## config.mk

```make
export PLATFORM = sky130hd
export DESIGN_NAME = polar_leaf_decoder
export DESIGN_NICKNAME = d
export VERILOG_FILES = /design/src/rtl/polar_pkg.sv /design/src/rtl/polar_butterfly.sv /design/src/rtl/polar_leaf_decoder.sv
export SDC_FILE = /design/constraint.sdc
export NUM_CORES = 1
export LEC_CHECK = 0
export CAP_MARGIN = 20
export CORE_MARGIN = 10
export CORE_UTILIZATION = 56
export CTS_CLUSTER_SIZE = 20
export DETAILED_ROUTE_END_ITERATION = 16
export PLACE_DENSITY = 0.77
export SLEW_MARGIN = 0
export SYNTH_ARGS = -nofsm -noshare
export SYNTH_HDL_FRONTEND = slang
export SYNTH_SLANG_ARGS = --single-unit
```

## constraint.sdc

```tcl
create_clock -name clk -period 4.58 [get_ports clk]
set_input_delay 0.458 -clock clk [delete_from_list [all_inputs] [get_ports clk]]
set_output_delay 0.458 -clock clk [all_outputs]
set_load 0.01 [all_outputs]
```

## src/rtl/polar_pkg.sv

```systemverilog
// Shared types and helpers for the polar leaf decoder and partial-sum unit.
// Node-type and FSM encodings, default LLR width, sign/abs helpers.
package polar_pkg;

    localparam int LLR_W_DEF = 20;
    // Helpers work on a widened value so any LLR_W below this can use them.
    localparam int LLR_MAX_W = 32;

    typedef enum logic [1:0] {
        NT_RATE0 = 2'd0,
        NT_RATE1 = 2'd1,
        NT_REP   = 2'd2,
        NT_SPC   = 2'd3
    } node_type_t;

    typedef enum logic [1:0] {
        ST_IDLE  = 2'd0,
        ST_SCAN  = 2'd1,
        ST_FINAL = 2'd2,
        ST_HOLD  = 2'd3
    } state_t;

    function automatic logic llr_sign(input logic [LLR_MAX_W-1:0] v);
        return ($signed(v) < 0);
    endfunction

    // The most negative narrow LLR maps to a positive value that still fits the narrow width.
    function automatic logic [LLR_MAX_W-1:0] llr_abs(input logic [LLR_MAX_W-1:0] v);
        return v[LLR_MAX_W-1] ? (~v + LLR_MAX_W'(1)) : v;
    endfunction

endpackage

```

## src/rtl/polar_butterfly.sv

```systemverilog
// Combinational polar transform u = x * F^{(x)log2N}, F = [1 0; 1 1].
// Self-inverse; shared with the partial-sum unit.
module polar_butterfly
    import polar_pkg::*;
#(
    parameter int N = 4
) (
    input  logic [N-1:0] x,
    output logic [N-1:0] u
);

    localparam int LOG2N = $clog2(N);

    logic [N-1:0] v;
    int           lo;
    int           hi;

    // Stage s pairs index lo (bit s clear) with lo + 2^s and folds the upper into the lower.
    always_comb begin
        v  = x;
        lo = 0;
        hi = 0;
        for (int s = 0; s < LOG2N; s++) begin
            for (int b = 0; b < N / 2; b++) begin
                lo    = ((b >> s) << (s + 1)) | (b & ((1 << s) - 1));
                hi    = lo + (1 << s);
                v[lo] = v[lo] ^ v[hi];
            end
        end
        u = v;
    end

endmodule

```

## src/rtl/polar_leaf_decoder.sv

```systemverilog
// Multi-cycle SC polar leaf decoder: classifies the frozen mask, scans one LLR
// per cycle and returns the N decoded u bits over a valid/ready handshake.
//
//   state    | meaning
//   ---------+-----------------------------------------------------------
//   ST_IDLE  | in_ready=1, waiting for a request; capture on in_valid
//   ST_SCAN  | accumulate hard decision, sum, parity, min magnitude, one LLR per cycle
//   ST_FINAL | build codeword, transform to u, register results, raise out_valid
//   ST_HOLD  | outputs frozen until out_ready
module polar_leaf_decoder
    import polar_pkg::*;
#(
    parameter int LLR_W = LLR_W_DEF,
    parameter int N     = 4,
    parameter int LOG2N = $clog2(N)
) (
    input  logic               clk,
    input  logic               rst,
    input  logic               in_valid,
    output logic               in_ready,
    input  logic [N*LLR_W-1:0] llr,
    input  logic [N-1:0]       frozen,
    output logic               out_valid,
    input  logic               out_ready,
    output logic [N-1:0]       u,
    output logic [1:0]         node_type,
    output logic               err
);

    localparam int               SUM_W    = LLR_W + LOG2N;
    localparam logic [LOG2N-1:0] IDX_LAST = LOG2N'(N - 1);
    localparam logic [N-1:0]     MASK_REP = {1'b0, {(N - 1){1'b1}}};
    localparam logic [N-1:0]     MASK_SPC = N'(1);
    localparam logic [LLR_W-1:0] MAG_INIT = '1;

    state_t             state;
    state_t             state_next;
    logic               load;
    logic               scan;
    logic               fin;
    logic               rel;

    logic [N*LLR_W-1:0] llr_q;
    logic [N-1:0]       frozen_q;
    logic [LOG2N-1:0]   idx;
    logic [N-1:0]       h_q;
    logic [SUM_W-1:0]   sum_q;
    logic               parity_q;
    logic [LLR_W-1:0]   min_mag_q;
    logic [LOG2N-1:0]   min_idx_q;

    logic [LLR_W-1:0]     cur;
    logic [LLR_MAX_W-1:0] cur_ext;
    logic [LLR_MAX_W-1:0] mag_full;
    logic [LLR_W-1:0]     cur_mag;
    logic                 cur_h;
    logic [SUM_W-1:0]     cur_sum_ext;
    logic                 unused_mag_hi;

    node_type_t         nt_next;
    logic               err_next;
    logic [N-1:0]       x_cw;
    logic [N-1:0]       u_bf;
    logic [N-1:0]       u_next;

    always_ff @(posedge clk) begin
        if (rst) begin
            state <= ST_IDLE;
        end else begin
            state <= state_next;
        end
    end

    always_comb begin
        state_next = state;
        in_ready   = 1'b0;
        load       = 1'b0;
        scan       = 1'b0;
        fin        = 1'b0;
        rel        = 1'b0;
        case (state)
            ST_IDLE: begin
                in_ready = 1'b1;
                if (in_valid) begin
                    load       = 1'b1;
                    state_next = ST_SCAN;
                end
            end
            ST_SCAN: begin
                scan = 1'b1;
                if (idx == IDX_LAST) begin
                    state_next = ST_FINAL;
                end
            end
            ST_FINAL: begin
                fin        = 1'b1;
                state_next = ST_HOLD;
            end
            ST_HOLD: begin
                if (out_ready) begin
                    rel        = 1'b1;
                    state_next = ST_IDLE;
                end
            end
            default: state_next = ST_IDLE;
        endcase
    end

    assign cur           = llr_q[int'(idx) * LLR_W +: LLR_W];
    assign cur_ext       = {{(LLR_MAX_W - LLR_W){cur[LLR_W-1]}}, cur};
    assign cur_h         = llr_sign(cur_ext);
    assign mag_full      = llr_abs(cur_ext);
    assign cur_mag       = mag_full[LLR_W-1:0];
    assign unused_mag_hi = ^mag_full[LLR_MAX_W-1:LLR_W];
    assign cur_sum_ext   = {{LOG2N{cur[LLR_W-1]}}, cur};

    // Strict less-than keeps the lower index on a magnitude tie.
    always_ff @(posedge clk) begin
        if (rst) begin
            llr_q     <= '0;
            frozen_q  <= '0;
            idx       <= '0;
            h_q       <= '0;
            sum_q     <= '0;
            parity_q  <= 1'b0;
            min_mag_q <= MAG_INIT;
            min_idx_q <= '0;
            out_valid <= 1'b0;
            u         <= '0;
            node_type <= NT_RATE0;
            err       <= 1'b0;
        end else begin
            if (load) begin
                llr_q     <= llr;
                frozen_q  <= frozen;
                idx       <= '0;
                h_q       <= '0;
                sum_q     <= '0;
                parity_q  <= 1'b0;
                min_mag_q <= MAG_INIT;
                min_idx_q <= '0;
            end
            if (scan) begin
                h_q[idx] <= cur_h;
                sum_q    <= sum_q + cur_sum_ext;
                parity_q <= parity_q ^ cur_h;
                if (cur_mag < min_mag_q) begin
                    min_mag_q <= cur_mag;
                    min_idx_q <= idx;
                end
                idx <= idx + LOG2N'(1);
            end
            if (fin) begin
                out_valid <= 1'b1;
                u         <= u_next;
                node_type <= nt_next;
                err       <= err_next;
            end
            if (rel) begin
                out_valid <= 1'b0;
            end
        end
    end

    // REP is tested before SPC so that N=2 with mask 01 lands on REP.
    always_comb begin
        nt_next  = NT_RATE1;
        err_next = 1'b0;
        if (&frozen_q) begin
            nt_next = NT_RATE0;
        end else if (frozen_q == '0) begin
            nt_next = NT_RATE1;
        end else if (frozen_q == MASK_REP) begin
            nt_next = NT_REP;
        end else if (frozen_q == MASK_SPC) begin
            nt_next = NT_SPC;
        end else begin
            err_next = 1'b1;
        end

        x_cw = '0;
        case (nt_next)
            NT_RATE0: x_cw = '0;
            NT_RATE1: x_cw = err_next ? '0 : h_q;
            NT_REP:   x_cw = {N{sum_q[SUM_W-1]}};
            NT_SPC:   x_cw = h_q ^ (N'(parity_q) << min_idx_q);
            default:  x_cw = '0;
        endcase
    end

    polar_butterfly #(
        .N(N)
    ) u_butterfly (
        .x(x_cw),
        .u(u_bf)
    );

    assign u_next = err_next ? '0 : (u_bf & ~frozen_q);

endmodule

```

# After elaboration in Yosys (flattened, before gate mapping)

Index checks and enable logic that the tools add are counted.

Register bits: 145
Latch bits: 0
Memory bits (writable): 0
ROM bits: 0
Logic and storage cells: 93
Memories kept: 0

$add $sub $neg: 3
Multiply operators: 1
Div/mod/pow operators: 0
Order comparisons: 4
Equal/unequal tests: 12
Shift-type cells: 2
Multiplexer cells: 41
Bitwise gates (word level): 9
Reduce and logical (&&, ||, !) cells: 8

Operators by type and width:

| operator                                             | count |
|---|---|
| two-way mux 20 bit                                   | 4 |
| variable part select 80 x 8 -> 20 bit                | 1 |
| two-way mux 22 bit                                   | 2 |
| two-way mux 2 bit                                    | 12 |
| adder 22 bit                                         | 1 |
| adder 20 x 1 -> 20 bit (second input constant)       | 1 |
| < comparator 20 x 1 -> 1 bit (second input constant) | 1 |
| < comparator 20 bit                                  | 1 |
| two-way mux 4 bit                                    | 5 |
| NOT 20 bit                                           | 1 |
| case mux 4 bit (4 select lines)                      | 1 |
| two-way mux 1 bit                                    | 14 |
| equality test 2 bit (second input constant)          | 5 |
| case mux 2 bit (4 select lines)                      | 1 |
| inequality test 2 bit (second input constant)        | 3 |
| multiplier 2 x 3 -> 5 bit (second input constant)    | 1 |
| XOR 1 bit                                            | 5 |
| AND 4 bit                                            | 1 |
| bitwise mux 4 bit                                    | 1 |
| equality test 2 x 1 -> 1 bit (second input constant) | 2 |
| equality test 4 x 1 -> 1 bit (second input constant) | 1 |
| equality test 4 x 3 -> 1 bit (second input constant) | 1 |
| logical NOT 2 bit                                    | 2 |
| logical NOT 4 bit                                    | 1 |
| 12 further kinds                                     | 12 |

# Logic depth before layout (Yosys ltp)

Depth in word-level cells: 11
Mapped depth: 22
Mapped depth without buffers: 18

# Hierarchy

A second synthesis with hierarchy kept.

Cell total of the unflattened synthesis: 945
Area total of the unflattened synthesis: 7786.2 µm²

Modules (own cells, without submodules):

| module             | instances | cells each | area each (µm²) | sequential area each (µm²) |
|---|---|---|---|---|
| polar_leaf_decoder | 1         | 940        | 7736.2          | 2902.8 |
| polar_butterfly    | 1         | 5          | 50.0            | 0.0 |

# Worst setup path before layout

OpenSTA, ideal clock, no wires.

Path type: register to register
Start: register idx[0]
End: register min_mag_q[0]
Setup time: 0.123 ns
Data arrival time: 4.100 ns
Required time: 4.457 ns
Slack: 0.357 ns
Stages on the path, launching flop included: 22
Path buffers: 4
Clock period less this slack: 4.223 ns
Cells stage by stage: dfxtp_1 -> buf_6 -> buf_12 -> mux4_2 -> inv_1 -> ha_1 -> inv_1 -> or3_1 -> nor3_4 -> a21oi_1 -> xnor2_1 -> inv_1 -> ha_1 -> a21o_1 -> a21o_1 -> a211oi_1 -> o21ai_0 -> a211oi_1 -> buf_4 -> buf_4 -> mux2i_1 -> or2_2

Word-level cells in the longest chain between the ends: 8

RTL lines:

| item                                    | RTL line                  | RTL |
|---|---|---|
| from (decl)                             | polar_leaf_decoder.sv:45  | `logic [LOG2N-1:0] idx;` |
| from (signal assigned)                  | polar_leaf_decoder.sv:151 | `idx <= idx + LOG2N'(1);` |
| multiplier 2 x 3 -> 5 bit *             | polar_leaf_decoder.sv:109 | `assign cur = llr_q[int'(idx) * LLR_W +: LLR_W];` |
| variable part select 80 x 8 -> 20 bit * | polar_leaf_decoder.sv:109 |  |
| NOT 20 bit                              | polar_pkg.sv:29           | `return v[LLR_MAX_W-1] ? (~v + LLR_MAX_W'(1)) : v;` |
| adder 20 x 1 -> 20 bit                  | polar_pkg.sv:29           |  |
| two-way mux 20 bit *                    | polar_pkg.sv:29           |  |
| < comparator 20 bit                     | polar_leaf_decoder.sv:147 | `if (cur_mag < min_mag_q) begin` |
| two-way mux 20 bit *                    | polar_leaf_decoder.sv:147 |  |
| two-way mux 20 bit *                    | polar_leaf_decoder.sv:143 | `if (scan) begin` |
| to (signal assigned)                    | polar_leaf_decoder.sv:148 | `min_mag_q <= cur_mag;` |
| to (decl)                               | polar_leaf_decoder.sv:49  | `logic [LLR_W-1:0] min_mag_q;` |

Every way passes the cells marked *; elsewhere a longest branch is shown, timed or not.
A chain may end at the register's enable or synchronous reset.

# Worst setup path after layout

Start: register idx[0]
End: register min_mag_q[7]

The elaborated chain is that of the path after synthesis.

==> impl_results.md <==
- Yosys reg bits: 145
- Clk pwr share: between 20% and 30%
- Detailed Place HPWL: around 13000 µm
- Worst R2R Path Depth: 18
- Largest net degree at the start of global routing: between 100 and 150
- CTS Buffer Depth: 2
- CTS HTree Levels: 4
- First-pass GRT wire length: between 30000 and 40000 µm
- TritonRoute pass-1 iters: 6
- Leakage power: 4.09 nW
- Sequential power share: 30.3%
- Crit path time final: approximately 4.4 ns
- Die Wd: roughly 140 µm
- Max-slew violation count: 0
- Via density: around 5.6
- Worst Path Required: between 4 and 5 ns
- Min-Delay Path Class: reg2reg
- Grt ovf: 0
- Final-stage net count: roughly 1200
- Filler cells: around 1100
- Area of the core: roughly 14000 µm²
- Sequential area share after synthesis: ~37%
- Share of layout cells above drive strength 1: under 10%
- Hold path cells: 2
- Routed Antenna Nets: 0
- Crit path largest cell delay: between 0.5 and 0.6 ns
- Comb pwr share: 44.7%
- Mean Syn Cell Area: 8.18 µm²
- Post-Synthesis Cell Area: 7780 µm²
- CTS sink cnt: between 100 and 150
- 1st-iter DRT viols: 600
- Worst-Skew Late Latency: 0.43 ns
- Port Buf Inserts: 96
- Post-Synthesis Net Count: approximately 1100
- Gr usage total: between 20% and 30%
- VDD IR max: between 300 and 400 µV
- Cell family contributing the most delay on the critical path: compound AO/OA/AOI/OAI gates
- DR DRC count: 0
- Via Count: 6924
- Yosys warning count: 0
- Placement Rows: 43
- Vias in the first global route: roughly 6600
- Buffers & Inverters on Critical Path: 5
- Clock root buffer: clkbuf_16
- CP max stage cell: mux4_2
- Final setup viols: 0
- CTS Buf Count: 17
- # diodes: 0
- Critical path class: reg2reg
- Tightest Pin Transition: roughly 1.0 ns
- Worst setup EP type: flip-flop
- Switching power: approximately 0.0022 W
- Pwr per Cell Area: between 500 and 600 nW/µm²
- Switching Fraction: about two fifths
- Relative slew slack: a little under a third
- Critical path launch point type: flip-flop
- Clock transition at the registers of the reported paths: 0.06 ns
- Die Y: roughly 140 µm
- Cell internal pwr: 0.00345 W
- Syn-to-layout area delta: 23.7%
- Routed WL per cell: ~16 µm
- WP depth: 18
- Synthesized instance count: 951
- Post-synth cell types: 61
- CP arrival: between 4 and 5 ns
- CTS tree: yes
- Fin. Hold Viols: 0
- Post-synth EDFFs: 0
- Clock Skew: about 0.0059 ns
- Placer Congestion: ~0.9
- Status: finished clean
- Final worst-path cycle share: between 90% and 100%
- Primary FF master, synth: dfxtp_1
- Area of the multi-input gates: approximately 4500 µm²
- Die ar.: around 19000 µm²
- Cell mode on critical path: buf_12
- Initial antenna violation count: 0
- Total negative slack: 0 ns
- Fmax: around 0.23 GHz
- Starting Density: 56.7%
- Max Cap Violations: 0
- Routed WL: between 15000 and 20000 µm
- Register area: a little under 3000 µm²
- IO Pins: 97
- Worst-path fanout max: 15
- Final Power: ~0.0056 W
- Post-layout util: 70.2%
- Cell Chain, Critical Path: buf_12 > buf_4 > mux4_2 > or4_4 > nor3_4 > buf_4 > a21oi_1 > xor2_1 > ha_1 > a21o_1 > a21o_1 > a211oi_2 > o21ai_1 > a211oi_4 > buf_12 > buf_12 > mux2i_1 > nand2b_1
- Synth async-reset ratio: 0%
## power groups by stage
stage | combinational (W) | clock (W) | sequential [W]
floorplan | 0.00178 | 0 | 0.00167
global placement | 0.00232 | 0 | 0.00171
detailed placement | 0.00237 | 0 | 0.00172
CTS | 0.00240 | 0.00141 | 0.00169
global route | 0.00279 | 0.00146 | 0.00173
finish | 0.00251 | 0.00141 | 0.00170
## kinds of logic after synthesis
| kind of cell | share of synthesized area, % |
|---|---|
| AOI/OAI and AO/OA | 16.6 |
| muxes | 7.70 |
| and+or+nand+nor | 20.4 |
| adders and majority gates | 8.14 |
| DFF | 37.3 |
| buffers and inverters | 5.23 |
| xor gates and xnor gates | 4.62 |
## flip-flops by register name, summed over array words and instances (netlist names)
register / count
frozen_q: 4
parity_q: 1
state: 2
err: 1
idx: 2
u: 4
llr_q: 80
min_idx_q: 2
sum_q: 22
min_mag_q: 20
out_valid: 1
node_type: 2
h_q: 4
## placed cells by master, fill, tap and decap left out, types with 3 or more instances in the layout
master and instances:
a211oi_1 7, a21o_1 14, a21oi_1 132, a31oi_1 9
a32oi_1 4, and3_1 7, buf_12 3, buf_4 23
buf_6 3, bufinv_16 3, clkbuf_16 17, clkdlybuf4s50_1 95
clkinvlp_4 4, dfxtp_1 144, ha_1 49, inv_1 41
mux2i_1 16, mux4_2 17, nand2_1 222, nand2b_1 12
nand3_1 8, nand3b_1 3, nand4_1 4, nor2_1 52
nor2b_1 3, nor3_1 12, nor3b_1 3, nor4_1 7
nor4_2 4, o21a_1 3, o21ai_0 24, o21ai_1 5
o21bai_1 4, or3_1 5, xnor2_1 22, xor2_1 19
## tightest hold or removal path, cell delays in order (launching register included)
cell	delay (ns)
dfxtp_1	0.31
nand2_1	0.05
a21oi_1	0.05
## what timing repair did
| item | in CTS | in global routing |
|---|---|---|
| hold buffers | 0 | 0 |
| gates resized for setup | 0 | 14 |
| setup endpoints to repair | 0 | 22 |
| setup buffers | 0 | 7 |
## area by class of cell
cell class	instances	share of cell area, %
Clock buffer	19	4.50
Multi-Input combinational cell	708	47.0
Timing Repair Buffer	124	12.6
Sequential cell	145	30.2
Inverter	42	1.64
Tap cell	180	2.34
Clock inverter	12	1.66
## routing by layer
layer  vias up  GRT usage (%)  wire [µm]
li1       3454              -          -
met1      3212           27.8       9150
met2       223           30.9       8790
met3        35           5.58       1250
met4         0           6.78        356
met5         -              0          0
## path summary, 6_finish.rpt
| path | startpoint | endpoint | slack (ns) |
|---|---|---|---|
| max | idx[0] | min_mag_q[7] | 0.20 |
| min | llr_q[12] | llr_q[12] | 0.45 |
| max reg2reg | idx[0] | min_mag_q[7] | 0.20 |
| min reg2reg | llr_q[12] | llr_q[12] | 0.45 |
## cells in the mapped netlist, drive strengths merged (4+ instances only)
cell / number / share of area [%]
clkbuf: 43 / 2.1
a32oi: 4 / 0.45
xor2: 19 / 2.1
or3: 5 / 0.40
dfxtp: 145 / 37
mux2i: 16 / 2.1
buf: 13 / 1.1
a21o: 14 / 1.4
nand2b: 12 / 0.96
a211oi: 9 / 0.87
nor3: 16 / 1.3
ha: 49 / 7.9
nor4: 11 / 0.88
xnor2: 22 / 2.5
nand2: 224 / 11
nand3: 8 / 0.51
nor2: 52 / 2.5
a31oi: 9 / 0.72
a21oi: 132 / 8.5
o21ai: 29 / 1.9
and3: 7 / 0.56
o21bai: 4 / 0.39
mux4: 19 / 5.6
inv: 42 / 2.0
nand4: 4 / 0.32
## metrics by stage
step | setup WS [ns] | instances | hold slack (ns) | cell area (µm²)
after CTS | 0.0382 | 1223 | 0.455 | 9520
final | 0.203 | 1230 | 0.454 | 9630
after global placement | 0.224 | 1192 | 0.439 | 8920
after floorplan | 0.357 | 951 | 0.432 | 7780
after detailed placement | 0.0842 | 1192 | 0.445 | 8920
after global routing | -0.0525 | 1230 | 0.476 | 9630
Note: power is estimated with default switching activity, not from simulation.
